===== config.mk =====
export PLATFORM = sky130hd
export DESIGN_NAME = imm_gen_pipe_flat
export DESIGN_NICKNAME = d
export VERILOG_FILES = /design/src/rtl/imm_gen_pkg.sv /design/src/rtl/imm_gen_if.sv /design/src/rtl/imm_decode.sv /design/src/rtl/imm_gen_pipe.sv /design/src/flat_wrapper.sv
export SDC_FILE = /design/constraint.sdc
export NUM_CORES = 1
export LEC_CHECK = 0
export ABC_AREA = 1
export CAP_MARGIN = 20
export CORE_MARGIN = 3
export CORE_UTILIZATION = 56
export DETAILED_ROUTE_END_ITERATION = 8
export PLACE_DENSITY = 0.93
export SYNTH_ARGS = -nofsm -noshare
export SYNTH_HDL_FRONTEND = slang
export SYNTH_SLANG_ARGS = --single-unit

===== constraint.sdc =====
create_clock -name clk -period 24.2 [get_ports clk]
set_clock_uncertainty 0.15 [all_clocks]
set_input_delay 4.84 -clock clk [delete_from_list [all_inputs] [get_ports clk]]
set_output_delay 4.84 -clock clk [all_outputs]
set_load 0.03 [all_outputs]

===== src/rtl/imm_gen_pkg.sv =====
// Shared opcodes, immediate format codes and the decoded-entry layout for the
// immediate generator pipeline stage.
package imm_gen_pkg;

  localparam logic [6:0] OP_LUI    = 7'b0110111;
  localparam logic [6:0] OP_AUIPC  = 7'b0010111;
  localparam logic [6:0] OP_JAL    = 7'b1101111;
  localparam logic [6:0] OP_JALR   = 7'b1100111;
  localparam logic [6:0] OP_LOAD   = 7'b0000011;
  localparam logic [6:0] OP_IMM    = 7'b0010011;
  localparam logic [6:0] OP_IMM_32 = 7'b0011011;
  localparam logic [6:0] OP_BRANCH = 7'b1100011;
  localparam logic [6:0] OP_STORE  = 7'b0100011;
  localparam logic [6:0] OP_SYSTEM = 7'b1110011;

  // Entry fields are sized for the widest configuration; narrower instances
  // zero-pad on the way in and truncate on the way out.
  localparam int XLEN_MAX  = 64;
  localparam int TAG_W_MAX = 64;

  typedef enum logic [2:0] {
    FMT_NONE = 3'd0,
    FMT_I    = 3'd1,
    FMT_S    = 3'd2,
    FMT_B    = 3'd3,
    FMT_U    = 3'd4,
    FMT_J    = 3'd5,
    FMT_Z    = 3'd6,
    FMT_SH   = 3'd7
  } fmt_e;

  typedef struct packed {
    logic [XLEN_MAX-1:0]  imm;
    fmt_e                 fmt;
    logic                 illegal;
    logic [TAG_W_MAX-1:0] tag;
  } entry_t;

endpackage


===== src/rtl/imm_gen_if.sv =====
// Fetch-side and decode-side valid/ready handshake of the immediate generator.
interface imm_gen_if
  import imm_gen_pkg::*;
#(
  parameter int XLEN  = 32,
  parameter int TAG_W = 32
);
  logic             in_valid;
  logic             in_ready;
  logic [31:0]      in_instr;
  logic [TAG_W-1:0] in_tag;
  logic             out_valid;
  logic             out_ready;
  logic [XLEN-1:0]  out_imm;
  fmt_e             out_fmt;
  logic             out_illegal;
  logic [TAG_W-1:0] out_tag;

  modport slave (
    input  in_valid, in_instr, in_tag, out_ready,
    output in_ready, out_valid, out_imm, out_fmt, out_illegal, out_tag
  );

  modport master (
    output in_valid, in_instr, in_tag, out_ready,
    input  in_ready, out_valid, out_imm, out_fmt, out_illegal, out_tag
  );
endinterface


===== src/rtl/imm_decode.sv =====
// Combinational RISC-V immediate extraction and format classification for
// XLEN=32 or 64.
module imm_decode
  import imm_gen_pkg::*;
#(
  parameter int XLEN = 32
) (
  input  logic [31:0]     instr,
  output logic [XLEN-1:0] imm,
  output fmt_e            fmt,
  output logic            illegal
);

  logic [6:0]         opcode;
  logic [2:0]         funct3;
  logic               is_shift;
  logic signed [31:0] u_imm;
  logic signed [20:0] j_imm;
  logic signed [11:0] i_imm;
  logic signed [11:0] s_imm;
  logic signed [12:0] b_imm;

  assign opcode   = instr[6:0];
  assign funct3   = instr[14:12];
  assign is_shift = (funct3 == 3'b001) || (funct3 == 3'b101);
  assign u_imm    = {instr[31:12], 12'b0};
  assign j_imm    = {instr[31], instr[19:12], instr[20], instr[30:21], 1'b0};
  assign i_imm    = instr[31:20];
  assign s_imm    = {instr[31:25], instr[11:7]};
  assign b_imm    = {instr[31], instr[7], instr[30:25], instr[11:8], 1'b0};

  always_comb begin
    imm     = '0;
    fmt     = FMT_NONE;
    illegal = 1'b1;
    if (instr[1:0] == 2'b11) begin
      case (opcode)
        OP_LUI, OP_AUIPC: begin
          imm = XLEN'(u_imm); fmt = FMT_U; illegal = 1'b0;
        end
        OP_JAL: begin
          imm = XLEN'(j_imm); fmt = FMT_J; illegal = 1'b0;
        end
        OP_JALR, OP_LOAD: begin
          imm = XLEN'(i_imm); fmt = FMT_I; illegal = 1'b0;
        end
        OP_IMM: begin
          if (!is_shift) begin
            imm = XLEN'(i_imm); fmt = FMT_I; illegal = 1'b0;
          end else if (XLEN == 64) begin
            imm = XLEN'(instr[25:20]); fmt = FMT_SH; illegal = 1'b0;
          end else begin
            // RV32 shamt is 5 bits; a set bit 25 is a reserved encoding
            imm = XLEN'(instr[24:20]); fmt = FMT_SH; illegal = instr[25];
          end
        end
        OP_IMM_32: begin
          if (XLEN == 64) begin
            if (is_shift) begin
              imm = XLEN'(instr[24:20]); fmt = FMT_SH; illegal = instr[25];
            end else begin
              imm = XLEN'(i_imm); fmt = FMT_I; illegal = 1'b0;
            end
          end
        end
        OP_BRANCH: begin
          imm = XLEN'(b_imm); fmt = FMT_B; illegal = 1'b0;
        end
        OP_STORE: begin
          imm = XLEN'(s_imm); fmt = FMT_S; illegal = 1'b0;
        end
        OP_SYSTEM: begin
          // CSR address and zimm are unsigned fields
          if (funct3[2]) begin
            imm = XLEN'(instr[19:15]); fmt = FMT_Z;
          end else begin
            imm = XLEN'(instr[31:20]); fmt = FMT_I;
          end
          illegal = 1'b0;
        end
        default: ;
      endcase
    end
  end

endmodule


===== src/rtl/imm_gen_pipe.sv =====
// One-cycle valid/ready stage between fetch and decode: registers the decoded
// immediate, absorbs backpressure in a skid entry and counts illegal encodings.
module imm_gen_pipe
  import imm_gen_pkg::*;
#(
  parameter int XLEN  = 32,
  parameter int TAG_W = 32,
  parameter int CNT_W = 16
) (
  input  logic             clk,
  input  logic             rst_n,
  input  logic             flush,
  imm_gen_if.slave         bus,
  output logic [CNT_W-1:0] illegal_cnt
);

  function automatic logic [CNT_W-1:0] sat_inc(input logic [CNT_W-1:0] v);
    return (&v) ? v : v + 1'b1;
  endfunction

  logic [XLEN-1:0] dec_imm;
  fmt_e            dec_fmt;
  logic            dec_illegal;
  entry_t          ent_p0;
  logic            vld_p0;
  entry_t          out_p1;
  entry_t          skid_p1;
  logic            vld_p1;
  logic            skid_vld_p1;
  logic            stall;

  imm_decode #(.XLEN(XLEN)) u_decode (
    .instr   (bus.in_instr),
    .imm     (dec_imm),
    .fmt     (dec_fmt),
    .illegal (dec_illegal)
  );

  // p0: combinational decode of the presented instruction
  always_comb begin
    ent_p0.imm     = XLEN_MAX'(dec_imm);
    ent_p0.fmt     = dec_fmt;
    ent_p0.illegal = dec_illegal;
    ent_p0.tag     = TAG_W_MAX'(bus.in_tag);
  end

  assign vld_p0 = bus.in_valid && !skid_vld_p1 && !flush;
  assign stall  = vld_p1 && !bus.out_ready;

  // p1: output register and skid entry
  always_ff @(posedge clk or negedge rst_n) begin
    if (!rst_n) begin
      vld_p1      <= 1'b0;
      skid_vld_p1 <= 1'b0;
    end else if (flush) begin
      vld_p1      <= 1'b0;
      skid_vld_p1 <= 1'b0;
    end else if (stall) begin
      if (vld_p0) skid_vld_p1 <= 1'b1;
    end else if (skid_vld_p1) begin
      vld_p1      <= 1'b1;
      skid_vld_p1 <= 1'b0;
    end else begin
      vld_p1 <= vld_p0;
    end
  end

  always_ff @(posedge clk or negedge rst_n) begin
    if (!rst_n) begin
      out_p1 <= '0;
    end else if (!flush && !stall) begin
      if (skid_vld_p1)  out_p1 <= skid_p1;
      else if (vld_p0)  out_p1 <= ent_p0;
    end
  end

  always_ff @(posedge clk) begin
    if (!flush && stall && vld_p0) skid_p1 <= ent_p0;
  end

  always_ff @(posedge clk or negedge rst_n) begin
    if (!rst_n)                        illegal_cnt <= '0;
    else if (vld_p0 && ent_p0.illegal) illegal_cnt <= sat_inc(illegal_cnt);
  end

  assign bus.in_ready    = !skid_vld_p1;
  assign bus.out_valid   = vld_p1;
  assign bus.out_imm     = XLEN'(out_p1.imm);
  assign bus.out_fmt     = out_p1.fmt;
  assign bus.out_illegal = out_p1.illegal;
  assign bus.out_tag     = TAG_W'(out_p1.tag);

endmodule

===== src/flat_wrapper.sv =====
// flat-port wrapper written by rule: the top's interface ports become plain ports
module imm_gen_pipe_flat import imm_gen_pkg::*;
#(
  parameter int XLEN  = 32,
  parameter int TAG_W = 32,
  parameter int CNT_W = 16
)
  (clk, rst_n, flush, illegal_cnt, bus_in_valid, bus_in_instr, bus_in_tag, bus_out_ready, bus_in_ready, bus_out_valid, bus_out_imm, bus_out_fmt, bus_out_illegal, bus_out_tag);
  imm_gen_if #(.XLEN(XLEN), .TAG_W(TAG_W)) bus_i ();
  input  logic clk;
  input  logic rst_n;
  input  logic flush;
  output logic [CNT_W-1:0] illegal_cnt;
  input wire logic [$bits(bus_i.in_valid)-1:0] bus_in_valid;
  input wire logic [$bits(bus_i.in_instr)-1:0] bus_in_instr;
  input wire logic [$bits(bus_i.in_tag)-1:0] bus_in_tag;
  input wire logic [$bits(bus_i.out_ready)-1:0] bus_out_ready;
  output wire logic [$bits(bus_i.in_ready)-1:0] bus_in_ready;
  output wire logic [$bits(bus_i.out_valid)-1:0] bus_out_valid;
  output wire logic [$bits(bus_i.out_imm)-1:0] bus_out_imm;
  output wire logic [$bits(bus_i.out_fmt)-1:0] bus_out_fmt;
  output wire logic [$bits(bus_i.out_illegal)-1:0] bus_out_illegal;
  output wire logic [$bits(bus_i.out_tag)-1:0] bus_out_tag;
  assign bus_i.in_valid = bus_in_valid;
  assign bus_i.in_instr = bus_in_instr;
  assign bus_i.in_tag = bus_in_tag;
  assign bus_i.out_ready = bus_out_ready;
  assign bus_in_ready = bus_i.in_ready;
  assign bus_out_valid = bus_i.out_valid;
  assign bus_out_imm = bus_i.out_imm;
  assign bus_out_fmt = bus_i.out_fmt;
  assign bus_out_illegal = bus_i.out_illegal;
  assign bus_out_tag = bus_i.out_tag;
  imm_gen_pipe #(.XLEN(XLEN), .TAG_W(TAG_W), .CNT_W(CNT_W)) u_core (.clk(clk), .rst_n(rst_n), .flush(flush), .bus(bus_i), .illegal_cnt(illegal_cnt));
endmodule

==> Implementation_results.wiki <==
{| class="wikitable"
! Metric !! Value
|-
| Outcome || complete, no violations
|-
| Cell Count Post-Placement || 1,160
|-
| Share of layout cells above drive strength 1 || 7.45%
|-
| Sequential Power Share || 43.3%
|-
| Clock-pin slew of the registers on the worst-case setup and hold paths || 0.06 ns
|-
| Port Buf Inserts || 154
|-
| Syn nets || 945
|-
| Clock insertion delay at the later pin of the skew report || 0.42 ns
|-
| Vias per std cell || 5.61
|-
| Leakage power of the design || 4.65 nW
|-
| Router iterations before antenna repair || 5
|-
| Post-synth EDFFs || 68
|-
| Global-route wire length before repair || 31.5 mm
|-
| Final Hold Fails || 0
|-
| Worst slew slack as a fraction of its limit || 38.6%
|-
| Comb pwr share || 18.9%
|-
| Most area-consuming cells after synthesis || dfrtp_1 (29%), edfxtp_1 (27%), nand2_1 (13%), nor2_1 (7.3%), nand3_1 (3.4%)
|-
| Netlist area before placement || 7550 µm²
|-
| Switching portion of total power || 27.8%
|-
| Sequential share of the synthesized area || 55.6%
|-
| Least-Margin Pin Slew || 0.922 ns
|-
| CP Cell Sequence || buf_4 > inv_2 > clkdlybuf4s50_1
|-
| Number of standard cells in the layout, taps in and fillers out || 1,192
|-
| Required time reported for the critical path endpoint || 19.21 ns
|-
| Post-CTS setup-driven buffer insertion count || 0
|-
| Average cell area after synthesis || 8.62 µm²
|-
| Kind of path behind the tightest hold check || register to register
|-
| Post-Route Utilization || 75.9%
|-
| Final setup violation count || 0
|-
| Via Count || 6,687
|-
| GRT Residual Overflow || 0
|-
| CTS H-Tree Depth || 4
|-
| Pwr/cell area || 71.9 nW/µm²
|-
| Area after DPL || 9170 µm²
|-
| Area share of the largest cell type after synthesis || 28.5%
|-
| Area growth, synth to finish || 29.5%
|-
| Die height || 122 µm
|-
| Nature of the critical path endpoint || output pin
|-
| Number of core rows || 41
|-
| Cell area after layout || 9770 µm²
|-
| Net switching component of the power || 0.195 mW
|-
| Final Max Slew Viols || 0
|-
| Clock buffer depth || 2
|-
| Async S/R FF share, synth || 55.8%
|-
| Number of inserted diodes || 0
|-
| Iteration-0 DRC count of the detailed router || 781
|-
| Detail Placement HPWL || 12.9 mm
|-
| Internal power summed over all cells || 0.507 mW
|-
| CTS sink count || 154
|-
| Arrival @ worst endpoint || 2.58 ns
|-
| Die area || 14,900 µm²
|-
| Final sum of negative setup slack || 0 ns
|-
| Fmax || 0.132 GHz
|-
| Initial antenna violation count || 0
|-
| Synthesis-stage register bit count || 154
|-
| Post-CTS resize count || 0
|-
| Synth unique cells || 37
|-
| Number of warnings issued by yosys || 0
|-
| Library cell used as clock root buffer || clkbuf_16
|-
| Remaining routing DRC violations || 0
|-
| Max stage delay cell, worst path || clkdlybuf4s50_1
|-
| Routed wire per std cell || 16.5 µm
|-
| Initial standard-cell utilization of the core || 58.6%
|-
| Peak per-stage delay on the critical path || 0.81 ns
|-
| I/O pin cnt || 155
|-
| GR Util All Layers || 26.8%
|-
| Worst Path Max Fanout || 48
|-
| TritonCTS buffer count || 17
|-
| Minimum period implied by the final worst setup slack || 7.57 ns
|-
| Register-to-register path setup slack || 20.87 ns
|-
| Dominant synthesized flop cell || dfrtp_1
|-
| Unrepaired setup endpoints after global routing || false
|-
| Final wirelength || 19.7 mm
|-
| Global placer's final weighted congestion || 0.916
|-
| Largest net degree at the start of global routing || 69
|-
| VDD IR max || 0.0545 mV
|-
| Critical path start-end classification || register to output pin
|-
| Final layout net count || 1,077
|-
| Fraction of power consumed by the clock network || 37.8%
|-
| Number of antenna-violating nets in the routed design || 0
|-
| Library cell with the largest summed area after synthesis || dfrtp_1
|-
| Type of element launching the critical path || register
|-
| Max cap viols || 0
|-
| Chip width || 122 µm
|-
| Floorplan Core Area || 12,900 µm²
|-
| TritonCTS clock tree || done
|-
| Total of hold buffers inserted after clock tree synthesis || 0
|-
| Syn Inst Count || 875
|-
| Final critical-path share of the clock period || 31.3%
|-
| Vias in the first global route || 6,329
|}
critical path, delay by kind of cell (launching register included):
kind / cells / cell delay [ns]
buffers and inverters: 3 / 1.78
flip-flops: 1 / 0.36
final cells by class:
cell class	instances	area, µm²
well taps	172	215
flip-flops and latches	154	4190
inverters	40	150
multi-input cells	634	3010
repair buffers	160	1600
clock inverters	11	119
fillers	861	3110
clock buffers	21	480
path summary, 6_finish.rpt:
kind                       cells after the start                                  to                         startpoint
setup reg to reg                               8  u_core.bus.out_imm[21]$_DFFE_PN0P_     u_core.skid_vld_p1$_DFFE_PN0P_
hold / removal                                 2   u_core.bus.out_imm[8]$_DFFE_PN0P_  u_core.bus.out_imm[8]$_DFFE_PN0P_
hold reg to reg                                2   u_core.bus.out_imm[8]$_DFFE_PN0P_  u_core.bus.out_imm[8]$_DFFE_PN0P_
min in group asynchronous                      1   u_core.bus.out_tag[4]$_DFFE_PN0P_                              rst_n
setup / recovery                               3                        bus_in_ready     u_core.skid_vld_p1$_DFFE_PN0P_
max in group asynchronous                      2  u_core.bus.out_imm[18]$_DFFE_PN0P_                              rst_n
metal layers:
metal | global-route usage, % | vias to the layer above | part of all wire (%)
met2 | 43.7 | 355 | 48
met3 | 6.45 | 45 | 9.1
met1 | 35.3 | 3111 | 41
li1 | - | 3176 | -
met4 | 9.73 | 0 | 1.9
met5 | 0 | - | 0
power groups by stage:
stage          registers, mW  clock network, mW  logic (mW)
2_1_floorplan          0.342                  0      0.0361
3_3_place_gp           0.308                  0       0.129
5_1_grt                0.306              0.281       0.142
6_report               0.304              0.266       0.132
3_5_place_dp           0.309                  0       0.132
4_1_cts                0.304              0.269       0.133
layout by cell type, fill, tap and decap left out, types with 2 or more instances in the layout:
master	n
nand3_1	51
o21ai_0	44
o31ai_1	32
inv_2	4
clkinvlp_4	4
clkbuf_8	4
clkbuf_16	17
nand4_1	32
nor3_1	4
nor2_1	146
nor2_4	3
nand2_4	6
o21a_1	4
xor2_1	5
xnor2_1	2
edfxtp_1	68
nand3_2	2
a21oi_1	6
clkdlybuf4s50_1	153
buf_4	6
nand2_2	11
clkinv_2	4
dfrtp_1	86
o21bai_1	9
nand2_1	262
or2_2	2
nor2_2	3
bufinv_16	2
inv_1	36
cells in the mapped netlist (2+ instances only):
cell and instances:
a21oi_1 6, buf_1 5, buf_2 11, buf_4 2
clkbuf_1 28, dfrtp_1 86, edfxtp_1 68, inv_1 36
inv_2 4, nand2_1 263, nand2_2 11, nand2_4 5
nand3_1 51, nand3_2 2, nand4_1 32, nor2_1 146
nor2_2 3, nor2_4 3, nor3_1 4, o21a_1 4
o21ai_0 44, o21bai_1 9, o31ai_1 32, or2_2 2
xnor2_1 2, xor2_1 5
metrics by stage:
stage               setup WS [ns]  power [mW]  hold slack, ns
CTS                         16.62       0.707           0.331
global placement            16.85       0.437           0.313
global route                16.53       0.729           0.349
detailed placement          16.76       0.441           0.314
floorplan                   11.88       0.378           0.369
finish                      16.63       0.703           0.325
cell families (layout without fill, tap and decap cells):
group | after synthesis | count (layout) | synth area share [%]
AOI/OAI and AO/OA | 97 | 97 | 7.96
xor gates and xnor gates | 7 | 7 | 0.812
adders and majority gates | 1 | 1 | 0.166
buffers and inverters | 87 | 232 | 4.76
DFF | 154 | 154 | 55.6
and+or+nand+nor | 529 | 529 | 30.7
registers in the layout (all words and copies together), names as in the netlist:
name                    flops
u_core.bus.out_illegal      1
u_core.skid_vld_p1          1
u_core.bus.out_imm         32
u_core.skid_p1             68
u_core.bus.out_tag         32
u_core.illegal_cnt         16
u_core.bus.out_valid        1
u_core.bus.out_fmt          3
Power figures use the tool's default switching activity.
